$ cat src/rtl/ecc_secded_pkg.sv
// Shared constants, types and the Hamming check-bit function for the 64x8 SECDED decoder.
// Latency: none (package only).
// Backpressure: not applicable.
package ecc_secded_pkg;

  localparam int DATA_W = 64;
  localparam int CHK_W  = 8;
  localparam int HAM_W  = 7;
  localparam int CW_LEN = 71;

  // Codeword position (1..71) of each data bit.
  typedef logic [DATA_W-1:0][HAM_W-1:0] pos_tbl_t;
  // For each Hamming check bit, the set of data bits it covers.
  typedef logic [HAM_W-1:0][DATA_W-1:0] mask_tbl_t;

  // Word entering the decode stage.
  typedef struct packed {
    logic              vld;
    logic              correct_n;
    logic [DATA_W-1:0] dat;
    logic [CHK_W-1:0]  chk;
  } in_word_t;

  // Registered result presented on the output ports.
  typedef struct packed {
    logic              vld;
    logic              sbit;
    logic              dbit;
    logic [CHK_W-1:0]  syn;
    logic [DATA_W-1:0] dat;
  } out_word_t;

  // Data bits occupy the non-power-of-two positions in ascending order.
  function automatic pos_tbl_t build_pos_table();
    pos_tbl_t t;
    int       k;
    t = '0;
    k = 0;
    for (int p = 1; p <= CW_LEN; p++) begin
      if ((p & (p - 1)) != 0) begin
        t[k] = p[HAM_W-1:0];
        k++;
      end
    end
    return t;
  endfunction

  localparam pos_tbl_t DATA_POS = build_pos_table();

  // Check bit j covers every data bit whose position has bit j set.
  function automatic mask_tbl_t build_chk_mask();
    mask_tbl_t m;
    m = '0;
    for (int i = 0; i < DATA_W; i++) begin
      for (int j = 0; j < HAM_W; j++) begin
        m[j][i] = DATA_POS[i][j];
      end
    end
    return m;
  endfunction

  localparam mask_tbl_t CHK_MASK = build_chk_mask();

  // The 7 Hamming check bits an encoder would produce for this data word.
  function automatic logic [HAM_W-1:0] calc_chk7(input logic [DATA_W-1:0] data);
    logic [HAM_W-1:0] c;
    for (int j = 0; j < HAM_W; j++) begin
      c[j] = ^(data & CHK_MASK[j]);
    end
    return c;
  endfunction

endpackage

$ cat src/rtl/ecc_secded_syndrome.sv
// Syndrome, overall parity and one-hot data flip mask for one received 72-bit word.
// Latency: combinational.
// Backpressure: none; evaluates whatever is presented.
module ecc_secded_syndrome
  import ecc_secded_pkg::*;
(
  input  logic [DATA_W-1:0] data,
  input  logic [CHK_W-1:0]  chk,
  output logic [HAM_W-1:0]  syn,
  output logic              par,
  output logic [DATA_W-1:0] flip_mask
);

  // The mask only hits when the syndrome names a data position; check-bit
  // positions and out-of-range syndromes leave it all-zero.
  always_comb begin
    syn       = calc_chk7(data) ^ chk[HAM_W-1:0];
    par       = ^{data, chk};
    flip_mask = '0;
    for (int i = 0; i < DATA_W; i++) begin
      flip_mask[i] = (syn == DATA_POS[i]);
    end
  end

endmodule

$ cat src/rtl/ecc_secded_dec_64x8.sv
// SECDED read-side decoder: corrects single-bit errors, flags uncorrectable ones, counts both.
// Latency: 2 cycles with C_REG_INPUT=1, 1 cycle with C_REG_INPUT=0 (enabled cycles only).
// Backpressure: none; one word per enabled cycle. ECC_ERR_CNT_EN enables the error counters.
module ecc_secded_dec_64x8
  import ecc_secded_pkg::*;
#(
  parameter int C_REG_INPUT = 1,
  parameter int C_CNT_WIDTH = 16
) (
  input  logic                   ecc_clk,
  input  logic                   ecc_reset,
  input  logic                   ecc_clken,
  input  logic                   ecc_valid_in,
  input  logic [DATA_W-1:0]      ecc_data_in,
  input  logic [CHK_W-1:0]       ecc_chkbits_in,
  input  logic                   ecc_correct_n,
  output logic                   ecc_valid_out,
  output logic [DATA_W-1:0]      ecc_data_out,
  output logic                   ecc_sbit_err,
  output logic                   ecc_dbit_err,
  output logic [CHK_W-1:0]       ecc_err_syndrome,
  input  logic                   ecc_cnt_clr,
  output logic [C_CNT_WIDTH-1:0] ecc_sbit_cnt,
  output logic [C_CNT_WIDTH-1:0] ecc_dbit_cnt
);

  in_word_t  in_cur;
  in_word_t  in_q;
  out_word_t out_nxt;
  out_word_t out_q;

  logic [HAM_W-1:0]  syn;
  logic              par;
  logic [DATA_W-1:0] flip_mask;
  logic              syn_in_range;

  assign in_cur = {ecc_valid_in, ecc_correct_n, ecc_data_in, ecc_chkbits_in};

  generate
    if (C_REG_INPUT != 0) begin : g_in_reg
      // Input stage; correct_n travels with its word so mode changes line up with data.
      always_ff @(posedge ecc_clk) begin
        if (ecc_reset) begin
          in_q <= '0;
        end else if (ecc_clken) begin
          in_q <= in_cur;
        end
      end
    end else begin : g_in_bypass
      assign in_q = in_cur;
    end
  endgenerate

  ecc_secded_syndrome u_syndrome (
    .data      (in_q.dat),
    .chk       (in_q.chk),
    .syn       (syn),
    .par       (par),
    .flip_mask (flip_mask)
  );

  assign syn_in_range = (syn <= 7'(CW_LEN));

  // Classify and correct. Odd parity with an in-range syndrome is a single error
  // (s=0 means chkbits[7], a power of two means a Hamming check bit); anything
  // else non-clean is uncorrectable. Flags are suppressed for invalid words.
  always_comb begin
    out_nxt      = '0;
    out_nxt.vld  = in_q.vld;
    out_nxt.sbit = in_q.vld & par & syn_in_range;
    out_nxt.dbit = in_q.vld & ((par & ~syn_in_range) | (~par & (syn != '0)));
    out_nxt.syn  = {par, syn};
    out_nxt.dat  = in_q.dat ^ (flip_mask & {DATA_W{par & ~in_q.correct_n}});
  end

  // Output stage; reset overrides the clock enable so an in-flight word is dropped.
  always_ff @(posedge ecc_clk) begin
    if (ecc_reset) begin
      out_q <= '0;
    end else if (ecc_clken) begin
      out_q <= out_nxt;
    end
  end

  assign ecc_valid_out    = out_q.vld;
  assign ecc_data_out     = out_q.dat;
  assign ecc_sbit_err     = out_q.sbit;
  assign ecc_dbit_err     = out_q.dbit;
  assign ecc_err_syndrome = out_q.syn;

`ifdef ECC_ERR_CNT_EN
  logic [C_CNT_WIDTH-1:0] sbit_cnt;
  logic [C_CNT_WIDTH-1:0] dbit_cnt;
  localparam logic [C_CNT_WIDTH-1:0] CNT_ONE = {{(C_CNT_WIDTH-1){1'b0}}, 1'b1};

  // Saturating counters bumped as each flagged word is loaded into the output
  // stage; clear beats a same-cycle increment and works even with clken low.
  always_ff @(posedge ecc_clk) begin
    if (ecc_reset || ecc_cnt_clr) begin
      sbit_cnt <= '0;
      dbit_cnt <= '0;
    end else if (ecc_clken) begin
      if (out_nxt.sbit && (sbit_cnt != '1)) begin
        sbit_cnt <= sbit_cnt + CNT_ONE;
      end
      if (out_nxt.dbit && (dbit_cnt != '1)) begin
        dbit_cnt <= dbit_cnt + CNT_ONE;
      end
    end
  end

  assign ecc_sbit_cnt = sbit_cnt;
  assign ecc_dbit_cnt = dbit_cnt;
`else
  logic unused_cnt_clr;
  assign unused_cnt_clr = ecc_cnt_clr;
  assign ecc_sbit_cnt   = '0;
  assign ecc_dbit_cnt   = '0;
`endif

endmodule
$ cat config.mk
export PLATFORM = sky130hd
export DESIGN_NAME = ecc_secded_dec_64x8
export DESIGN_NICKNAME = d
export VERILOG_FILES = /design/src/rtl/ecc_secded_pkg.sv /design/src/rtl/ecc_secded_syndrome.sv /design/src/rtl/ecc_secded_dec_64x8.sv
export SDC_FILE = /design/constraint.sdc
export NUM_CORES = 1
export LEC_CHECK = 0
export CAP_MARGIN = 20
export CORE_UTILIZATION = 40
export DETAILED_ROUTE_END_ITERATION = 10
export MAX_ROUTING_LAYER = met4
export PLACE_DENSITY = 0.68
export SETUP_SLACK_MARGIN = 0.15
export SLEW_MARGIN = 20
export SYNTH_ARGS = -nofsm -noshare
export SYNTH_HDL_FRONTEND = slang
export SYNTH_SLANG_ARGS = --single-unit
$ cat constraint.sdc
create_clock -name ecc_clk -period 9.8 [get_ports ecc_clk]
set_clock_uncertainty 0.1 [all_clocks]
set_input_delay 2.94 -clock ecc_clk [delete_from_list [all_inputs] [get_ports ecc_clk]]
set_output_delay 2.94 -clock ecc_clk [all_outputs]
set_load 0.02 [all_outputs]
Yosys cells after proc, flatten, opt, wreduce, memory -nomap -nowiden
Cells that the tools add are included.
{"block": "op_classes", "magnitude_cmp": 1, "n_eq_ne": 64, "n_bitwise": 13, "reduce_logical": 9}
{"operator": "parity 64 bit", "count": 7}
{"operator": "== test 7 x 6 -> 1 bit, second input constant", "count": 31}
{"operator": "== test 7 x 5 -> 1 bit, second input constant", "count": 15}
{"operator": "parity 72 bit", "count": 1}
{"operator": "bitwise AND 64 bit", "count": 1}
{"operator": "XOR 64 bit", "count": 1}
{"operator": "== test 7 x 4 -> 1 bit, second input constant", "count": 7}
{"operator": "== test 7 bit, second input constant", "count": 7}
{"operator": "== test 7 x 3 -> 1 bit, second input constant", "count": 3}
{"operator": "== test 7 x 2 -> 1 bit, second input constant", "count": 1}
{"operator": "<= comparator 7 bit, second input constant", "count": 1}
{"operator": "nonzero test 7 bit", "count": 1}
{"operator": "XOR 7 bit", "count": 1}
{"operator": "bitwise AND 1 bit", "count": 6}
{"operator": "NOT 1 bit", "count": 3}
{"operator": "bitwise OR 1 bit", "count": 1}
{"block": "word_totals", "output_inout_bits": 107, "input_bits": 78, "reg_bits": 149, "word_cells": 96}

Longest topological paths before layout
Gate-level depths: netlist of run 1.
{"block": "depth", "depth_word": 7, "ltp_mapped": 10, "mapped_depth_nobuf": 8}

Modules after synthesis
A second synthesis of run 1 with hierarchy kept.
{"block": "unflattened", "hier_cells": 891, "area_unflattened_um2": 8483.1}
{"mod": "ecc_secded_dec_64x8", "cells_each": 669, "instances": 1, "area_each_um2": 6449.9, "seq_area_each_um2": 2982.9}
{"mod": "ecc_secded_syndrome", "cells_each": 222, "instances": 1, "area_each_um2": 2033.2, "seq_area_each_um2": 0.0}

Least setup slack after synthesis of run 1
No wires, ideal clock.
{"block": "synth_path", "kind": "input port to flip-flop", "start": "input ecc_clken", "end": "register in_q[10] (netlist bit)", "required_ps": 9572, "arrival_ps": 4125, "setup_time_ps": 128, "slack_ps": 5447, "path_buffers": 3, "cell_stages": 5, "path_cell_list": "clkbuf_1 -> clkbuf_1 -> clkbuf_1 -> mux2i_1 -> nor2_1"}
{"element": "start, declared", "line": "ecc_secded_dec_64x8.sv:12", "source": "input logic ecc_clken,"}
{"element": "end signal, assigned", "line": "ecc_secded_dec_64x8.sv:46", "source": "in_q <= in_cur;"}
{"element": "end, declared", "line": "ecc_secded_dec_64x8.sv:28", "source": "in_word_t in_q;"}

==> results_tabular.tex, run 1 <==
\begin{tabular}{lr}
\hline
Metric & Value \\
\hline
\multicolumn{2}{l}{\textbf{Outcome}} \\
\quad Run status & complete, no violations \\
\multicolumn{2}{l}{\textbf{Route}} \\
\quad Post-route DRC violation count & 0 \\
\quad Routed wl met2 & 9.80 mm \\
\quad Top metal layer carrying routed signals & met4 \\
\quad Average routed wire per standard cell & 17.2 µm \\
\quad Detailed-routing iteration count for the pre-antenna-repair pass & 5 \\
\quad Drt first-iter violations & 419 \\
\quad Detail Route Antenna Nets & 0 \\
\quad Post-detailed-route via-to-cell ratio & 5.19 \\
\quad Total routed wirelength & 21.1 mm \\
\quad DR vias & 6375 \\
\quad WL met1 & 9.71 mm \\
\quad Met3 wire length & 1.26 mm \\
\multicolumn{2}{l}{\textbf{Worst setup path}} \\
\quad Series of cell instances along the critical path & clkbuf\_8 > buf\_4 > nor2\_1 > a311oi\_1 \\
\quad Slowest CP cell & sky130\_fd\_sc\_hd\_\_buf\_4 \\
\quad Reg2reg end & ecc\_data\_out[31]\$\_SDFFE\_PP0P\_ \\
\quad Longest individual stage delay on the worst path & 0.89 ns \\
\quad Critical path data arrival time & 5.05 ns \\
\quad R2R Path Start & in\_q[33]\$\_SDFFE\_PP0P\_ \\
\quad CP Capture Type & flop \\
\quad CP Data Required Time & 10.02 ns \\
\quad Flop-to-flop setup slack & 5.42 ns \\
\quad Largest fanout on the critical path & 141 \\
\quad Start-to-end type of the worst setup path & primary input to flop \\
\quad Setup crit start kind & primary input \\
\quad Depth of the most critical reg-to-reg path & 9 \\
\multicolumn{2}{l}{\textbf{STA}} \\
\quad Hold Violations, Final & 0 \\
\quad Final Cycle Share & 49.3\% \\
\quad Transition time at the pin with the least slew margin & 1.07 ns \\
\quad RSZ-0062 raised after global routing & false \\
\quad Number of pins with negative max-slew slack in the final report & 0 \\
\quad Setup violators final & 0 \\
\quad Min cycle time layout & 4.83 ns \\
\quad Max-slew headroom & 28.5\% \\
\quad Max Clock Freq & 0.207 GHz \\
\quad Post-Route Setup TNS & 0 ns \\
\multicolumn{2}{l}{\textbf{Synth}} \\
\quad Instance count of the mapped netlist & 836 \\
\quad Most common flop cell mapped by yosys & sky130\_fd\_sc\_hd\_\_dfxtp\_1 \\
\quad EDFF count, synth & 0 \\
\quad Avg Inst Size Synth & 9.51 µm² \\
\quad Seq/Total Area, Yosys & 37.5\% \\
\quad Number of synthesized register bits & 149 \\
\quad Distinct cells, synth & 35 \\
\quad Synth async-reset ratio & 0\% \\
\quad Yosys warning total & 0 \\
\quad Post-synthesis instance area & 0.00795 mm² \\
\multicolumn{2}{l}{\textbf{Cells and area}} \\
\quad Number of fill cells in the layout & 1804 \\
\quad Inserted Diodes & 0 \\
\quad Layout cell share with drive strength beyond 1 & 4.15\% \\
\quad Total Nets Final & 1030 \\
\quad Final Cell Area & 0.0101 mm² \\
\quad Layout area overhead & 26.7\% \\
\multicolumn{2}{l}{\textbf{Placed design}} \\
\quad Detailed placement HPWL & 14.7 mm \\
\quad Count of port buffers added during placement & 151 \\
\quad Placer congestion estimate & 0.891 \\
\quad Placed cell area & 0.00943 mm² \\
\multicolumn{2}{l}{\textbf{Clock network}} \\
\quad Number of buffers created by CTS & 17 \\
\quad Resize count post-CTS & 0 \\
\quad CTS H-Tree Depth & 4 \\
\quad Worst skew pair latency & 0.43 ns \\
\quad Number of buffers inserted for hold repair after clock tree synthesis & 0 \\
\quad Clk pin slew, worst setup/hold paths & 0.06 ns \\
\quad Number of setup buffers added after CTS & 0 \\
\quad Clock tree from TritonCTS & built \\
\quad Deepest clock path buffer count & 2 \\
\quad Clock tree sinks & 149 \\
\quad CTS root buf & sky130\_fd\_sc\_hd\_\_clkbuf\_16 \\
\multicolumn{2}{l}{\textbf{Global routing}} \\
\quad Global-route wire length before repair & 32.4 mm \\
\quad Maximum number of pins on one net before global-route repair & 142 \\
\quad Number of global-route vias before repair & 5793 \\
\quad Total global-route track usage & 21.8\% \\
\quad Overall overflow remaining after global route & 0 \\
\quad Initial antenna violation count & 0 \\
\multicolumn{2}{l}{\textbf{Die}} \\
\quad Die extent in y & 143 µm \\
\quad Width of the die & 143 µm \\
\quad Initial core utilization & 40.9\% \\
\quad Placement Rows & 51 \\
\quad Std-Cell Core Area & 0.0195 mm² \\
\quad Count of boundary I/O pins & 185 \\
\quad Die Footprint & 0.0205 mm² \\
\multicolumn{2}{l}{\textbf{Power and ir drop}} \\
\quad Cell leakage power & 3.85 nW \\
\quad Worst voltage drop across the vdd grid & 178 µV \\
\quad Pwr/cell area & 264 mW/mm² \\
\multicolumn{2}{l}{\textbf{Min path}} \\
\quad End point of the most critical hold path & ecc\_sbit\_err\$\_SDFFE\_PP0P\_ \\
\quad Worst min-delay path category & flop to flop \\
\quad Source of the worst hold timing path & ecc\_sbit\_err\$\_SDFFE\_PP0P\_ \\
\quad Instance count along the most critical hold path & 2 \\
\multicolumn{2}{l}{\textbf{Job}} \\
\quad MaxCap Viol Count & 0 \\
\hline
\end{tabular}
[metrics by stage]
stage / setup WS [ns] / instances / total power, W / hold WS [ns] / utilization [%]
2_1_floorplan: 5.45 / 867 / 0.00166 / 0.362 / -
6_report: 4.97 / 1229 / 0.00266 / 0.375 / 51.8
3_3_place_gp: 4.55 / 1198 / 0.00191 / 0.365 / 48.4
5_1_grt: 4.74 / 1229 / 0.00281 / 0.399 / 51.8
4_1_cts: 4.92 / 1229 / 0.00267 / 0.375 / 51.8
3_5_place_dp: 4.50 / 1198 / 0.00193 / 0.364 / 48.4
[Yosys cell counts, drive strengths merged, types with 7 or more instances]
library cell	n	area, µm²
dfxtp	149	2980
nor2	147	552
o21ai	81	405
xnor2	76	666
mux2i	74	741
a311oi	65	569
or3	65	407
buf	44	347
clkbuf	44	165
xnor3	29	654
xor2	17	149
a211oi	7	52.6
[cell families after synthesis]
logic type / synth area share, %
XOR/XNOR: 18.8
AND/OR/NAND/NOR: 14.6
other: 0.0471
multiplexers: 9.31
flip-flops: 37.5
buffers and inverters: 6.43
AO/OA/AOI/OAI: 13.3
[worst max-delay path by stage]
| stage | start | endpoint | depth (start not counted) |
|---|---|---|---|
| final | ecc_clken | ecc_data_out[4]$_SDFFE_PP0P_ | 4 |
| after floorplan | ecc_clken | in_q[10]$_SDFFE_PP0P_ | 5 |
| after detailed placement | ecc_clken | ecc_data_out[15]$_SDFFE_PP0P_ | 4 |
| after global placement | ecc_clken | in_q[4]$_SDFFE_PP0P_ | 4 |
| after CTS | ecc_clken | ecc_data_out[4]$_SDFFE_PP0P_ | 4 |
| after global routing | ecc_clken | ecc_data_out[6]$_SDFFE_PP0P_ | 4 |
[report_power, final]
part | leakage (nW) | internal [W] | switching, W
Clock | 0.313 | 0.000466 | 0.000261
Sequential | 1.23 | 0.000659 | 0.0000518
Combinational | 2.31 | 0.000459 | 0.000762
[critical path, delay by kind of cell]
family          cells  cell delay (ns)
compound gates      1             0.30
buf+inv             2             1.60
simple gates        1             0.15
[metal layers]
| layer | GRT usage (%) | vias to the layer above |
|---|---|---|
| met5 | - | - |
| met4 | 7.70 | 0 |
| met1 | 28.6 | 3009 |
| met2 | 33.6 | 190 |
| li1 | - | 3149 |
| met3 | 4.02 | 27 |
[area by class of cell]
type                       count  area, µm²  area share [%]
tap                          265        332            3.29
timing repair buffer         154       1540            15.2
multi-input combinational    630       4580            45.4
clock buffer                  20        457            4.53
sequential                   149       2980            29.6
clock inverter                11        196            1.95
[state kept, by name, summed over array words and instances, names as in the netlist]
signal and cells:
ecc_dbit_err 1, ecc_valid_out 1, in_q 74, ecc_err_syndrome 8
ecc_sbit_err 1, ecc_data_out 64
[cell usage in the layout, fill, tap and decap left out, types with 5 or more instances in the layout]
| master | count |
|---|---|
| sky130_fd_sc_hd__xnor2_1 | 76 |
| sky130_fd_sc_hd__mux2i_1 | 74 |
| sky130_fd_sc_hd__a211oi_1 | 7 |
| sky130_fd_sc_hd__a311oi_1 | 65 |
| sky130_fd_sc_hd__xnor3_1 | 28 |
| sky130_fd_sc_hd__bufinv_16 | 5 |
| sky130_fd_sc_hd__or3_1 | 65 |
| sky130_fd_sc_hd__o21ai_0 | 81 |
| sky130_fd_sc_hd__nor3_1 | 5 |
| sky130_fd_sc_hd__clkdlybuf4s50_1 | 149 |
| sky130_fd_sc_hd__xor2_1 | 17 |
| sky130_fd_sc_hd__dfxtp_1 | 149 |
| sky130_fd_sc_hd__and3_1 | 5 |
| sky130_fd_sc_hd__conb_1 | 32 |
| sky130_fd_sc_hd__nor2_1 | 147 |
| sky130_fd_sc_hd__clkbuf_16 | 17 |
(Power assumes the default switching activity.)
==> run 2, diff against run 1 <==
--- a/config.mk
+++ b/config.mk
@@ -9,7 +9,7 @@
 export CORE_UTILIZATION = 40
 export DETAILED_ROUTE_END_ITERATION = 10
 export MAX_ROUTING_LAYER = met4
-export PLACE_DENSITY = 0.68
+export PLACE_DENSITY = 0.71
 export SETUP_SLACK_MARGIN = 0.15
 export SLEW_MARGIN = 20
 export SYNTH_ARGS = -nofsm -noshare
==> constraint.sdc (replaced) <==
create_clock -name ecc_clk -period 4.1 [get_ports ecc_clk]
set_clock_uncertainty 0.1 [all_clocks]
set_input_delay 1.23 -clock ecc_clk [delete_from_list [all_inputs] [get_ports ecc_clk]]
set_output_delay 1.23 -clock ecc_clk [all_outputs]
set_load 0.02 [all_outputs]
==> results_tabular.tex, run 2 (same netlist as run 1, synthesis figures left out) <==
\begin{tabular}{lr}
\hline
Metric & Value \\
\hline
\multicolumn{2}{l}{\textbf{Outcome}} \\
\quad Run status & complete, no violations (unchanged) \\
\multicolumn{2}{l}{\textbf{STA}} \\
\quad Min cycle time layout & 3.83 ns \\
\quad Worst Hold Margin & 0.373 ns (was 0.375 ns) \\
\quad Final Cycle Share & 93.4\% \\
\quad Max-slew headroom & 43.1\% (was 28.5\%) \\
\quad Number of pins with negative max-slew slack in the final report & 0 (unchanged) \\
\quad Setup violators final & 0 (unchanged) \\
\quad Max Clock Freq & 0.261 GHz \\
\quad RSZ-0062 raised after global routing & true (was false) \\
\quad Hold Violations, Final & 0 (unchanged) \\
\quad Post-Route Setup TNS & 0 ns (unchanged) \\
\quad Transition time at the pin with the least slew margin & 0.853 ns (was 1.07 ns) \\
\multicolumn{2}{l}{\textbf{Clock network}} \\
\quad CTS H-Tree Depth & 4 (unchanged) \\
\quad CTS root buf & sky130\_fd\_sc\_hd\_\_clkbuf\_16 (unchanged) \\
\quad Worst skew pair latency & 0.43 ns (about the same) \\
\quad Deepest clock path buffer count & 2 (unchanged) \\
\quad Number of buffers created by CTS & 17 (unchanged) \\
\quad Clk pin slew, worst setup/hold paths & 0.06 ns (about the same) \\
\quad Clock tree from TritonCTS & built (unchanged) \\
\quad Clock tree sinks & 149 (unchanged) \\
\multicolumn{2}{l}{\textbf{Global routing}} \\
\quad Maximum number of pins on one net before global-route repair & 78 (was 142) \\
\quad Global-route wire length before repair & 32.9 mm (was 32.4 mm) \\
\quad Number of global-route vias before repair & 6076 (was 5793) \\
\quad Total global-route track usage & 22.3\% (was 21.8\%) \\
\quad Overall overflow remaining after global route & 0 (unchanged) \\
\quad Initial antenna violation count & 0 (unchanged) \\
\multicolumn{2}{l}{\textbf{Min path}} \\
\quad Source of the worst hold timing path & ecc\_sbit\_err\$\_SDFFE\_PP0P\_ (unchanged) \\
\quad End point of the most critical hold path & ecc\_sbit\_err\$\_SDFFE\_PP0P\_ (unchanged) \\
\quad Instance count along the most critical hold path & 2 (unchanged) \\
\quad Worst min-delay path category & flop to flop (unchanged) \\
\multicolumn{2}{l}{\textbf{Die}} \\
\quad Initial core utilization & 40.9\% (unchanged) \\
\quad Count of boundary I/O pins & 185 (unchanged) \\
\quad Die Footprint & 0.0205 mm² (unchanged) \\
\quad Placement Rows & 51 (unchanged) \\
\quad Die extent in y & 143 µm (unchanged) \\
\quad Std-Cell Core Area & 0.0195 mm² (unchanged) \\
\quad Width of the die & 143 µm (unchanged) \\
\multicolumn{2}{l}{\textbf{Cells and area}} \\
\quad Total Nets Final & 1067 (was 1030) \\
\quad Layout cell share with drive strength beyond 1 & 8.39\% (was 4.15\%) \\
\quad Most frequent cells in the layout & sky130\_fd\_sc\_hd\_\_clkdlybuf4s50\_1 (149), sky130\_fd\_sc\_hd\_\_dfxtp\_1 (148), sky130\_fd\_sc\_hd\_\_nor2\_1 (147), sky130\_fd\_sc\_hd\_\_o21ai\_0 (80) (was sky130\_fd\_sc\_hd\_\_dfxtp\_1 (149), sky130\_fd\_sc\_hd\_\_clkdlybuf4s50\_1 (149), sky130\_fd\_sc\_hd\_\_nor2\_1 (147), sky130\_fd\_sc\_hd\_\_o21ai\_0 (81), sky130\_fd\_sc\_hd\_\_xnor2\_1 (76)) \\
\quad Number of fill cells in the layout & 1745 (was 1804) \\
\quad Sequential standard cell area & 0.00298 mm² (about the same) \\
\quad Inserted Diodes & 0 (unchanged) \\
\quad Register ranked first by flip-flop count & in\_q (unchanged) \\
\quad Layout area overhead & 31.2\% (was 26.7\%) \\
\quad Final Cell Area & 0.0104 mm² (was 0.0101 mm²) \\
\quad Largest register FFs & 74 (unchanged) \\
\quad Non-filler instance count after layout & 1266 (was 1229) \\
\quad Combined area of the multi-input logic cells & 0.00464 mm² (was 0.00458 mm²) \\
\quad Most frequent standard cell in the layout excluding fill and tap cells & sky130\_fd\_sc\_hd\_\_clkdlybuf4s50\_1 \\
\multicolumn{2}{l}{\textbf{Worst setup path}} \\
\quad Setup crit start kind & flop (was primary input) \\
\quad Series of cell instances along the critical path & xor2\_1 > xnor3\_2 > xor3\_2 > xnor3\_1 > xnor3\_2 > or4\_4 > or3\_1 > a311oi\_1 (was clkbuf\_8 > buf\_4 > nor2\_1 > a311oi\_1) \\
\quad Count of buffering cells on the critical path with inverters included & 0 (was 2) \\
\quad Depth of the most critical reg-to-reg path & 8 (was 9) \\
\quad Reg2reg end & ecc\_data\_out[28]\$\_SDFFE\_PP0P\_ (was ecc\_data\_out[31]\$\_SDFFE\_PP0P\_) \\
\quad Crit path top cell by count & sky130\_fd\_sc\_hd\_\_xnor3\_2 \\
\quad CP Data Required Time & 4.32 ns (was 10.02 ns) \\
\quad Start-to-end type of the worst setup path & flop to flop (was primary input to flop) \\
\quad Critical path data arrival time & 4.05 ns (was 5.05 ns) \\
\quad Worst path top cell family by delay & XOR/XNOR gates (was buffers and inverters) \\
\quad CP Capture Type & flop (unchanged) \\
\quad Longest individual stage delay on the worst path & 0.66 ns (was 0.89 ns) \\
\quad Flop-to-flop setup slack & 0.27 ns (was 5.42 ns) \\
\quad Slowest CP cell & sky130\_fd\_sc\_hd\_\_or4\_4 (was sky130\_fd\_sc\_hd\_\_buf\_4) \\
\quad R2R Path Start & in\_q[44]\$\_SDFFE\_PP0P\_ (was in\_q[33]\$\_SDFFE\_PP0P\_) \\
\quad Largest fanout on the critical path & 9 (was 141) \\
\multicolumn{2}{l}{\textbf{Route}} \\
\quad Post-detailed-route via-to-cell ratio & 5.32 (was 5.19) \\
\quad Detailed-routing iteration count for the pre-antenna-repair pass & 4 (was 5) \\
\quad DR vias & 6741 (was 6375) \\
\quad Average routed wire per standard cell & 18.2 µm (was 17.2 µm) \\
\quad Drt first-iter violations & 445 (was 419) \\
\quad Detail Route Antenna Nets & 0 (unchanged) \\
\quad Post-route DRC violation count & 0 (unchanged) \\
\quad Total routed wirelength & 23.0 mm (was 21.1 mm) \\
\multicolumn{2}{l}{\textbf{Power and ir drop}} \\
\quad Power Total & 0.00708 W (was 0.00266 W) \\
\quad Worst voltage drop across the vdd grid & 647 µV (was 178 µV) \\
\quad Pwr/cell area & 678 mW/mm² (was 264 mW/mm²) \\
\quad Cell leakage power & 4.04 nW (was 3.85 nW) \\
\multicolumn{2}{l}{\textbf{Placed design}} \\
\quad Detailed placement HPWL & 15.7 mm (was 14.7 mm) \\
\quad Placer congestion estimate & 0.930 (was 0.891) \\
\quad Placed cell area & 0.00971 mm² (was 0.00943 mm²) \\
\quad Cell count after placement & 1231 (was 1198) \\
\quad Count of port buffers added during placement & 151 (unchanged) \\
\multicolumn{2}{l}{\textbf{Job}} \\
\quad MaxCap Viol Count & 0 (unchanged) \\
\hline
\end{tabular}
run 2: changes by cell type in the layout (fill, tap and decap cells not counted), sizes merged:
cell      previous run  this run
buf                  4        38
clkinv               2         1
clkinvlp             2         4
inv                  2         1
or4b                 3         4
or4                  1         3
run 2: repair_timing:
item                                    4_1_cts  5_1_grt
setup buffers                                 0        1
endpoints found under the setup margin       11       52
pin swaps                                     1        2
gates resized for setup                       0       11
gates cloned                                  0        3
hold buffers                                  0        0
run 2: area by class of cell:
cell class | instances | area share, %
Tap cell | 265 | 3.18
Sequential cell | 149 | 28.6
Clock inverter | 11 | 1.89
Clock buffer | 20 | 4.37
Multi-Input combinational cell | 633 | 44.5
Timing Repair Buffer | 188 | 17.5
run 2: worst max-delay path by stage:
| stage | from | end | depth (start not counted) |
|---|---|---|---|
| after floorplan | in_q[44]$_SDFFE_PP0P_ | ecc_data_out[17]$_SDFFE_PP0P_ | 10 |
| after global placement | in_q[17]$_SDFFE_PP0P_ | ecc_data_out[54]$_SDFFE_PP0P_ | 8 |
| after detailed placement | in_q[17]$_SDFFE_PP0P_ | ecc_data_out[42]$_SDFFE_PP0P_ | 8 |
| after CTS | in_q[17]$_SDFFE_PP0P_ | ecc_data_out[28]$_SDFFE_PP0P_ | 8 |
| after global routing | in_q[41]$_SDFFE_PP0P_ | ecc_data_out[20]$_SDFFE_PP0P_ | 9 |
| final | in_q[44]$_SDFFE_PP0P_ | ecc_data_out[28]$_SDFFE_PP0P_ | 8 |
run 2: metrics by stage:
step	utilization [%]	setup WS, ns
floorplan	-	0.469
global placement	49.9	0.251
detailed placement	49.9	0.182
CTS	53.3	0.114
global route	53.6	0.132
finish	53.6	0.272
run 2: layer usage:
metal / global-route usage (%) / wire length, µm
met5: - / 0
met2: 35.1 / 10700
met4: 9.05 / 612
met1: 28.1 / 10000
met3: 4.06 / 1610
run 2: worst min-delay path: cells and delay by family (launching register included):
kind               cells  cell delay (ns)
and+or+nand+nor        1             0.06
DFF                    1             0.31
AOI/OAI and AO/OA      1             0.06
run 2: power by group:
part / internal [W] / switching, W
Combinational: 0.00143 / 0.00222
Clock: 0.00111 / 0.000627
Sequential: 0.00158 / 0.000120
Total: 0.00412 / 0.00296
